### config.mk
export PLATFORM = sky130hd
export DESIGN_NAME = dp_ram
export DESIGN_NICKNAME = d
export VERILOG_FILES = /design/src/rtl/dp_ram_pkg.sv /design/src/rtl/dp_ram_rd_pipe.sv /design/src/rtl/dp_ram.sv
export SDC_FILE = /design/constraint.sdc
export NUM_CORES = 1
export LEC_CHECK = 0
export CAP_MARGIN = 5
export CORE_MARGIN = 2
export CORE_UTILIZATION = 55
export DETAILED_ROUTE_END_ITERATION = 12
export PLACE_DENSITY = 0.69
export SLEW_MARGIN = 20
export SYNTH_ARGS = -nofsm -noshare
export SYNTH_HDL_FRONTEND = slang
export SYNTH_SLANG_ARGS = --single-unit
### constraint.sdc
create_clock -name clk -period 4.1 [get_ports clk]
set_input_delay 1.025 -clock clk [delete_from_list [all_inputs] [get_ports clk]]
set_output_delay 1.025 -clock clk [all_outputs]
set_load 0.05 [all_outputs]
### src/rtl/dp_ram_pkg.sv
// Shared types and helpers for the dp_ram storage primitive.
package dp_ram_pkg;
  typedef enum logic {INIT, RUN} state_t;

  localparam int BYTE_WD    = 8;
  localparam int RD_LAT_MIN = 1;
  localparam int RD_LAT_MAX = 4;

  // Even-parity bit: the stored bit makes the byte plus parity have an even count of ones.
  function automatic logic byte_par(input logic [BYTE_WD-1:0] b);
    return ^b;
  endfunction
endpackage

### src/rtl/dp_ram_rd_pipe.sv
// Read-side delay line: lat register stages carrying {valid, data, perr}.
module dp_ram_rd_pipe #(
  parameter int lat = 1,
  parameter int dw  = 32
) (
  input  logic          clk,
  input  logic          rst_n,
  input  logic          in_valid,
  input  logic [dw-1:0] in_data,
  input  logic          in_perr,
  output logic          out_valid,
  output logic [dw-1:0] out_data,
  output logic          out_perr
);
  localparam int STAGES = lat - 1;

  logic [STAGES:0]         vld_pipe;
  logic [STAGES:0]         perr_pipe;
  logic [STAGES:0][dw-1:0] data_pipe;

  // Data only advances with a valid beat, so the output holds its last read.
  always_ff @(posedge clk or negedge rst_n) begin
    if (!rst_n) begin
      vld_pipe  <= '0;
      perr_pipe <= '0;
      data_pipe <= '0;
    end else begin
      vld_pipe[0]  <= in_valid;
      perr_pipe[0] <= in_valid & in_perr;
      if (in_valid) data_pipe[0] <= in_data;
      for (int s = 1; s <= STAGES; s++) begin
        vld_pipe[s]  <= vld_pipe[s-1];
        perr_pipe[s] <= vld_pipe[s-1] & perr_pipe[s-1];
        if (vld_pipe[s-1]) data_pipe[s] <= data_pipe[s-1];
      end
    end
  end

  assign out_valid = vld_pipe[STAGES];
  assign out_data  = data_pipe[STAGES];
  assign out_perr  = perr_pipe[STAGES];
endmodule

### src/rtl/dp_ram.sv
// Simple dual-port RAM with byte enables, write-first forwarding and a post-reset clear sweep.
// Optional per-byte even parity is enabled with `define DP_RAM_PARITY_EN.
module dp_ram
  import dp_ram_pkg::*;
#(
  parameter int add_wd  = 4,
  parameter int data_wd = 32,
  parameter int depth   = 16,
  parameter int rd_lat  = 1
) (
  input  logic                  clk,
  input  logic                  rst_n,
  input  logic                  wr_en,
  input  logic [add_wd-1:0]     wr_add,
  input  logic [data_wd-1:0]    wr_data,
  input  logic [data_wd/8-1:0]  wr_be,
  input  logic                  rd_en,
  input  logic [add_wd-1:0]     rd_add,
  output logic [data_wd-1:0]    rd_data,
  output logic                  rd_valid,
  output logic                  rd_perr,
  input  logic                  wr_perr_inj,
  output logic                  init_done
);
  localparam int NB = data_wd / BYTE_WD;
  localparam logic [add_wd:0]   DEPTH_L = (add_wd+1)'(depth);
  localparam logic [add_wd-1:0] LAST    = add_wd'(depth - 1);

  if (data_wd % BYTE_WD != 0) begin : g_bad_wd
    $error("dp_ram: data_wd must be a multiple of 8");
  end
  if (depth < 1 || depth > (1 << add_wd)) begin : g_bad_depth
    $error("dp_ram: depth must be in 1..2**add_wd");
  end
  if (rd_lat < RD_LAT_MIN || rd_lat > RD_LAT_MAX) begin : g_bad_lat
    $error("dp_ram: rd_lat out of range");
  end

  state_t            state_q, state_d;
  logic [add_wd-1:0] cnt_q, cnt_d;

  always_ff @(posedge clk or negedge rst_n) begin
    if (!rst_n) begin
      state_q <= INIT;
      cnt_q   <= '0;
    end else begin
      state_q <= state_d;
      cnt_q   <= cnt_d;
    end
  end

  always_comb begin
    state_d = state_q;
    cnt_d   = cnt_q;
    if (state_q == INIT) begin
      cnt_d = cnt_q + 1'b1;
      if (cnt_q == LAST) begin
        state_d = RUN;
        cnt_d   = '0;
      end
    end
  end

  assign init_done = (state_q == RUN);

  logic wr_go, rd_go, rd_rng, fwd;
  assign wr_go  = init_done && wr_en && ({1'b0, wr_add} < DEPTH_L);
  assign rd_go  = init_done && rd_en;
  assign rd_rng = {1'b0, rd_add} < DEPTH_L;
  assign fwd    = wr_go && (wr_add == rd_add);

  logic [data_wd-1:0] mem [depth];
`ifdef DP_RAM_PARITY_EN
  logic [NB-1:0] par [depth];
`else
  logic unused_inj;
  assign unused_inj = wr_perr_inj;
`endif

  // No reset on the array itself; the INIT sweep is what clears it.
  always_ff @(posedge clk) begin
    if (state_q == INIT) begin
      mem[cnt_q] <= '0;
`ifdef DP_RAM_PARITY_EN
      par[cnt_q] <= '0;
`endif
    end else if (wr_go) begin
      for (int b = 0; b < NB; b++) begin
        if (wr_be[b]) begin
          mem[wr_add][b*BYTE_WD +: BYTE_WD] <= wr_data[b*BYTE_WD +: BYTE_WD];
`ifdef DP_RAM_PARITY_EN
          par[wr_add][b] <= byte_par(wr_data[b*BYTE_WD +: BYTE_WD]) ^ wr_perr_inj;
`endif
        end
      end
    end
  end

  logic [data_wd-1:0] rd_word;
  logic               rd_err;

  // Write-first merge per byte; out-of-range reads return zero with no error.
  always_comb begin
    rd_word = '0;
    rd_err  = 1'b0;
    if (rd_rng) begin
      for (int b = 0; b < NB; b++) begin
        if (fwd && wr_be[b]) rd_word[b*BYTE_WD +: BYTE_WD] = wr_data[b*BYTE_WD +: BYTE_WD];
        else                 rd_word[b*BYTE_WD +: BYTE_WD] = mem[rd_add][b*BYTE_WD +: BYTE_WD];
`ifdef DP_RAM_PARITY_EN
        rd_err = rd_err | (byte_par(rd_word[b*BYTE_WD +: BYTE_WD]) ^
                 ((fwd && wr_be[b]) ? (byte_par(wr_data[b*BYTE_WD +: BYTE_WD]) ^ wr_perr_inj)
                                    : par[rd_add][b]));
`endif
      end
    end
  end

  dp_ram_rd_pipe #(.lat(rd_lat), .dw(data_wd)) u_rd_pipe (
    .clk      (clk),
    .rst_n    (rst_n),
    .in_valid (rd_go),
    .in_data  (rd_word),
    .in_perr  (rd_err),
    .out_valid(rd_valid),
    .out_data (rd_data),
    .out_perr (rd_perr)
  );
endmodule

Word-level counts from Yosys, hierarchy flattened:

Memory sizes are Yosys's and may differ from the RTL's. A register that Yosys moved wholly into a read port is not among the register bits.
Cells that the tools add are included.
W data, S select, Z words.

* $add $sub $neg: 1
* muxes and demuxes: 23
* eq/ne operators: 1
* reductions and logical operators: 4

Operators by type and width (number)
* $mux W32: 1
* $reduce_or A32 Y1: 1
* $mux W1: 19
* $mux W4: 3
* $add A4 B1 Y4 const B: 1
* $eq A4 B4 Y1 const B: 1
* $logic_and A1 B1 Y1: 2
* $logic_not A1 Y1: 1

* RAM bits: 512
* memories kept: 1
* bits in registers: 6

Memories
* mem: depth 16, bits a word 32, rd ports 1, clocked after memory_dff 1, wr ports 1, line dp_ram.sv:72 `logic [data_wd-1:0] mem [depth];`

Logic depth before layout (Yosys ltp):

* depth after elaboration: 6
* mapped depth: 8

Hierarchy:

A second synthesis with hierarchy kept.

* cell total of the unflattened synthesis: 1126
* area total of the unflattened synthesis: 22353.9 µm²

By module, submodules not included
* dp_ram: instances 1, area an instance 20956.3 µm², cells each 1055
* dp_ram_rd_pipe: instances 1, area an instance 1397.6 µm², cells each 71

Worst setup path after synthesis:

No wires, ideal clock.

* path type: input-to-reg
* start point: in wr_be[0]
* end point: mem mem[10][10], enable pin
* cell stages on the path: 7
* buffers on the path: 3
* arrival time: 3.186 ns
* slack: 0.531 ns
* setup time: 0.383 ns
* required time: 3.717 ns
* cells stage by stage: or4_4 and3_4 buf_6 clkbuf_1 o31a_1 clkbuf_1 nor3_1

* word-level cells in the longest chain between the ends: 6

Ends and longest elaborated chain
* from (decl): line dp_ram.sv:16 `input logic [data_wd/8-1:0] wr_be,`
* $mux W1 *: line dp_ram.sv:89 `if (wr_be[b]) begin`
* $mux W1 *: line dp_ram.sv:87 `end else if (wr_go) begin`
* $mux W1 *: line dp_ram.sv:82 `if (state_q == INIT) begin`
* $mux W1 (not written as such) *: line dp_ram.sv:90 `mem[wr_add][b*BYTE_WD +: BYTE_WD] <= wr_data[b*BYTE_WD +: BYTE_WD];`
* $reduce_or A32 Y1 (no line) *
* $mux W4 (no line)
* to (decl): line dp_ram.sv:72

Every way passes the cells marked *; elsewhere a longest branch is shown, timed or not.

Worst setup path in the final report:

* start point: in wr_be[0]
* end point: mem mem[7][19], enable pin

The elaborated chain is that of the path after synthesis.

==> run metrics <==
status finished clean; synth warn 0; Filler cells 2649; synth unique cells 39; area leader, netlist edfxtp_1; clk_skew 0.00882 ns; most common cell in the netlist edfxtp_1; Hold Fails Final Rpt 0; Final Power 11.8 mW; CP endpoint kind flip-flop; Top FF cell, synth edfxtp_1; minimum clock period after layout 3.56 ns; met3 usage 0.0524; Worst setup SP type input port; number of flops mapped to enable cells by yosys 512; Synth Area per Inst 20.2 sq um; H-tree depth 2; synth top area cells edfxtp_1 70%, mux4_2 16%, dfrtp_1 4.3%, nor2_1 1.1%, and2_1 1.1%; die area 41400 sq um; Area Growth Syn to Fin 16.0%; Die W 204 microns; global-route wire length before repair 68300 microns; TritonCTS clock tree done; max_cap viols 0; Max Transition Viols Final 0; WL per Instance 24.7 microns; CP Cell Sequence clkdlybuf4s50_1 > or4_4 > and3_4 > buf_4 > nor2_1 > a31oi_1 > or2_2 > nor2_1; syn_nets 1136; CP Class in -> reg; ant diodes 0; clk buf depth 3; Worst path depth 8; core footprint 39500 sq um; Nets 1280; via count 10739; Initial Util 0.554; RSZ-0062 raised after global routing no; Crit-path slowest cell nor2_1; Hold Buf Count CTS 0; Max Freq 281 MHz; vias per cell 5.98; GR Overflow Total 0; Post-synth top cells 512 x edfxtp_1, 160 x mux4_2, 63 x nor2_1; total global-route track usage 0.224; synthesized area 21900 sq um; cells after synthesis 1086; cts repair resizes 0; Residual DRC 0; Pwr per Cell Area 463 nW/um^2; TritonCTS sink count 550; initial antenna violation count 2; root buffer cell clkbuf_16; number of global-route vias before repair 11103; largest stage delay on the critical path 0.73 ns; r2r worst-path depth 6; final setup fails 0; M1 GR Usage 0.308; worst-skew pair later-pin latency 0.58 ns; VDD IR max 0.315 mV; PortBufs 81; critical-path maximum fanout 13; worst-margin pin slew 1.13 ns; Final GP Congestion 0.798; final period utilization 0.867; Worst slew margin 0.244; hold crit path type in -> async; Ports 84; first-pass detailed-route iteration total 5; initial DRC count 939; gr busiest metal met2; share of layout cells above drive strength 1 0.270; Worst Path Buf+Inv 2; Leakage 8.83 nW; CP Data Required Time 4.30 ns; post-DP HPWL 29600 microns; largest net degree at the start of global routing 58; grt met2 use 0.368; std cell rows 73; Routed WL 44300 microns; clock edge transition at the registers on the reported setup and hold paths 0.06 ns; #FFs+latches synth 550; FFs w/ async S/R, synth 0.0691; worst hold slack 0.444 ns; Seq/Total Area, Yosys 0.745; Die Span Y 204 microns; Synth top area share 0.702; CTS buffer count 53; Post-DRT Antenna Nets 0; CP most frequent cell nor2_1; crit-path leading delay family simple AND/OR/NAND/NOR gates; Post-CTS Setup Bufs 0; Worst Path Arrival 3.76 ns
## cell type report
cell class	instances	area, sq um	area share
clock buffers	75	1450	0.0570
clock inverters	21	223	0.00876
inverters	5	18.8	0.000738
multi-input cells	454	5280	0.208
flip-flops and latches	550	16300	0.642
well taps	525	657	0.0258
repair buffers	166	1470	0.0577
## metal layers
metal  part of all wire  vias up
met5            0.00047        -
met4              0.020        4
met3              0.067       66
met2               0.50      345
met1               0.41     5578
li1                   -     4746
## cell families (layout without fill, tap and decap cells)
kind of cell | after synthesis | count (layout) | share of synthesized area
other | 1 | 1 | 0.000171
AO/OA/AOI/OAI | 83 | 83 | 0.0245
flip-flops | 550 | 550 | 0.745
AND/OR/NAND/NOR | 202 | 202 | 0.0457
adder cells (fa/ha/maj) | 1 | 1 | 0.000571
XOR/XNOR | 3 | 3 | 0.00120
multiplexers | 164 | 164 | 0.166
buffers and inverters | 82 | 267 | 0.0163
## registers in the layout, indices dropped and copies added (netlist names)
name                 count
cnt_q                    4
u_rd_pipe.out_data      32
mem                    512
init_done                1
u_rd_pipe.out_valid      1
## layout by cell type (no fill, tap or decap), drive strengths merged, types with 4 or more instances in the layout
master           n
clkinv          14
nor3            37
bufinv           5
mux4           160
nor2b            5
and2            37
clkbuf          76
nand3           32
a31oi           34
inv              5
nor2            63
o21ai           34
buf             89
nand3b           4
nand2           13
o31a             6
edfxtp         512
or2              7
clkdlybuf4s50   76
dfrtp           38
## final timing paths
path	startpoint	end	slack [ns]
worst max-delay path	wr_be[0]	mem[7][19]	0.54
worst min-delay path	rst_n	u_rd_pipe.out_data[27]	0.44
worst max register to register	init_done	mem[7][19]	1.50
worst min register to register	u_rd_pipe.out_data[6]	u_rd_pipe.out_data[6]	0.55
max in group asynchronous	rst_n	u_rd_pipe.out_data[12]	3.24
min in group clk	u_rd_pipe.out_data[6]	u_rd_pipe.out_data[6]	0.55
## power by group
part           switching (mW)  leakage [nW]  internal [mW]  total, mW
registers              0.0265          5.75           6.19       6.22
logic                   0.507          2.27          0.316      0.823
clock network            1.97         0.805           2.76       4.73
## through the flow
stage | instance area, sq um | cells | TNS (ns) | utilization | setup WS (ns)
2_1_floorplan | 21900 | 1086 | 0 | - | 0.531
3_3_place_gp | 23700 | 1700 | -1.21 | 0.599 | -0.121
3_5_place_dp | 23700 | 1700 | -1.11 | 0.600 | -0.0650
4_1_cts | 25400 | 1796 | 0 | 0.642 | 0.538
5_1_grt | 25400 | 1796 | 0 | 0.643 | 0.445
6_report | 25400 | 1796 | 0 | 0.643 | 0.544
(Power assumes the default switching activity.)
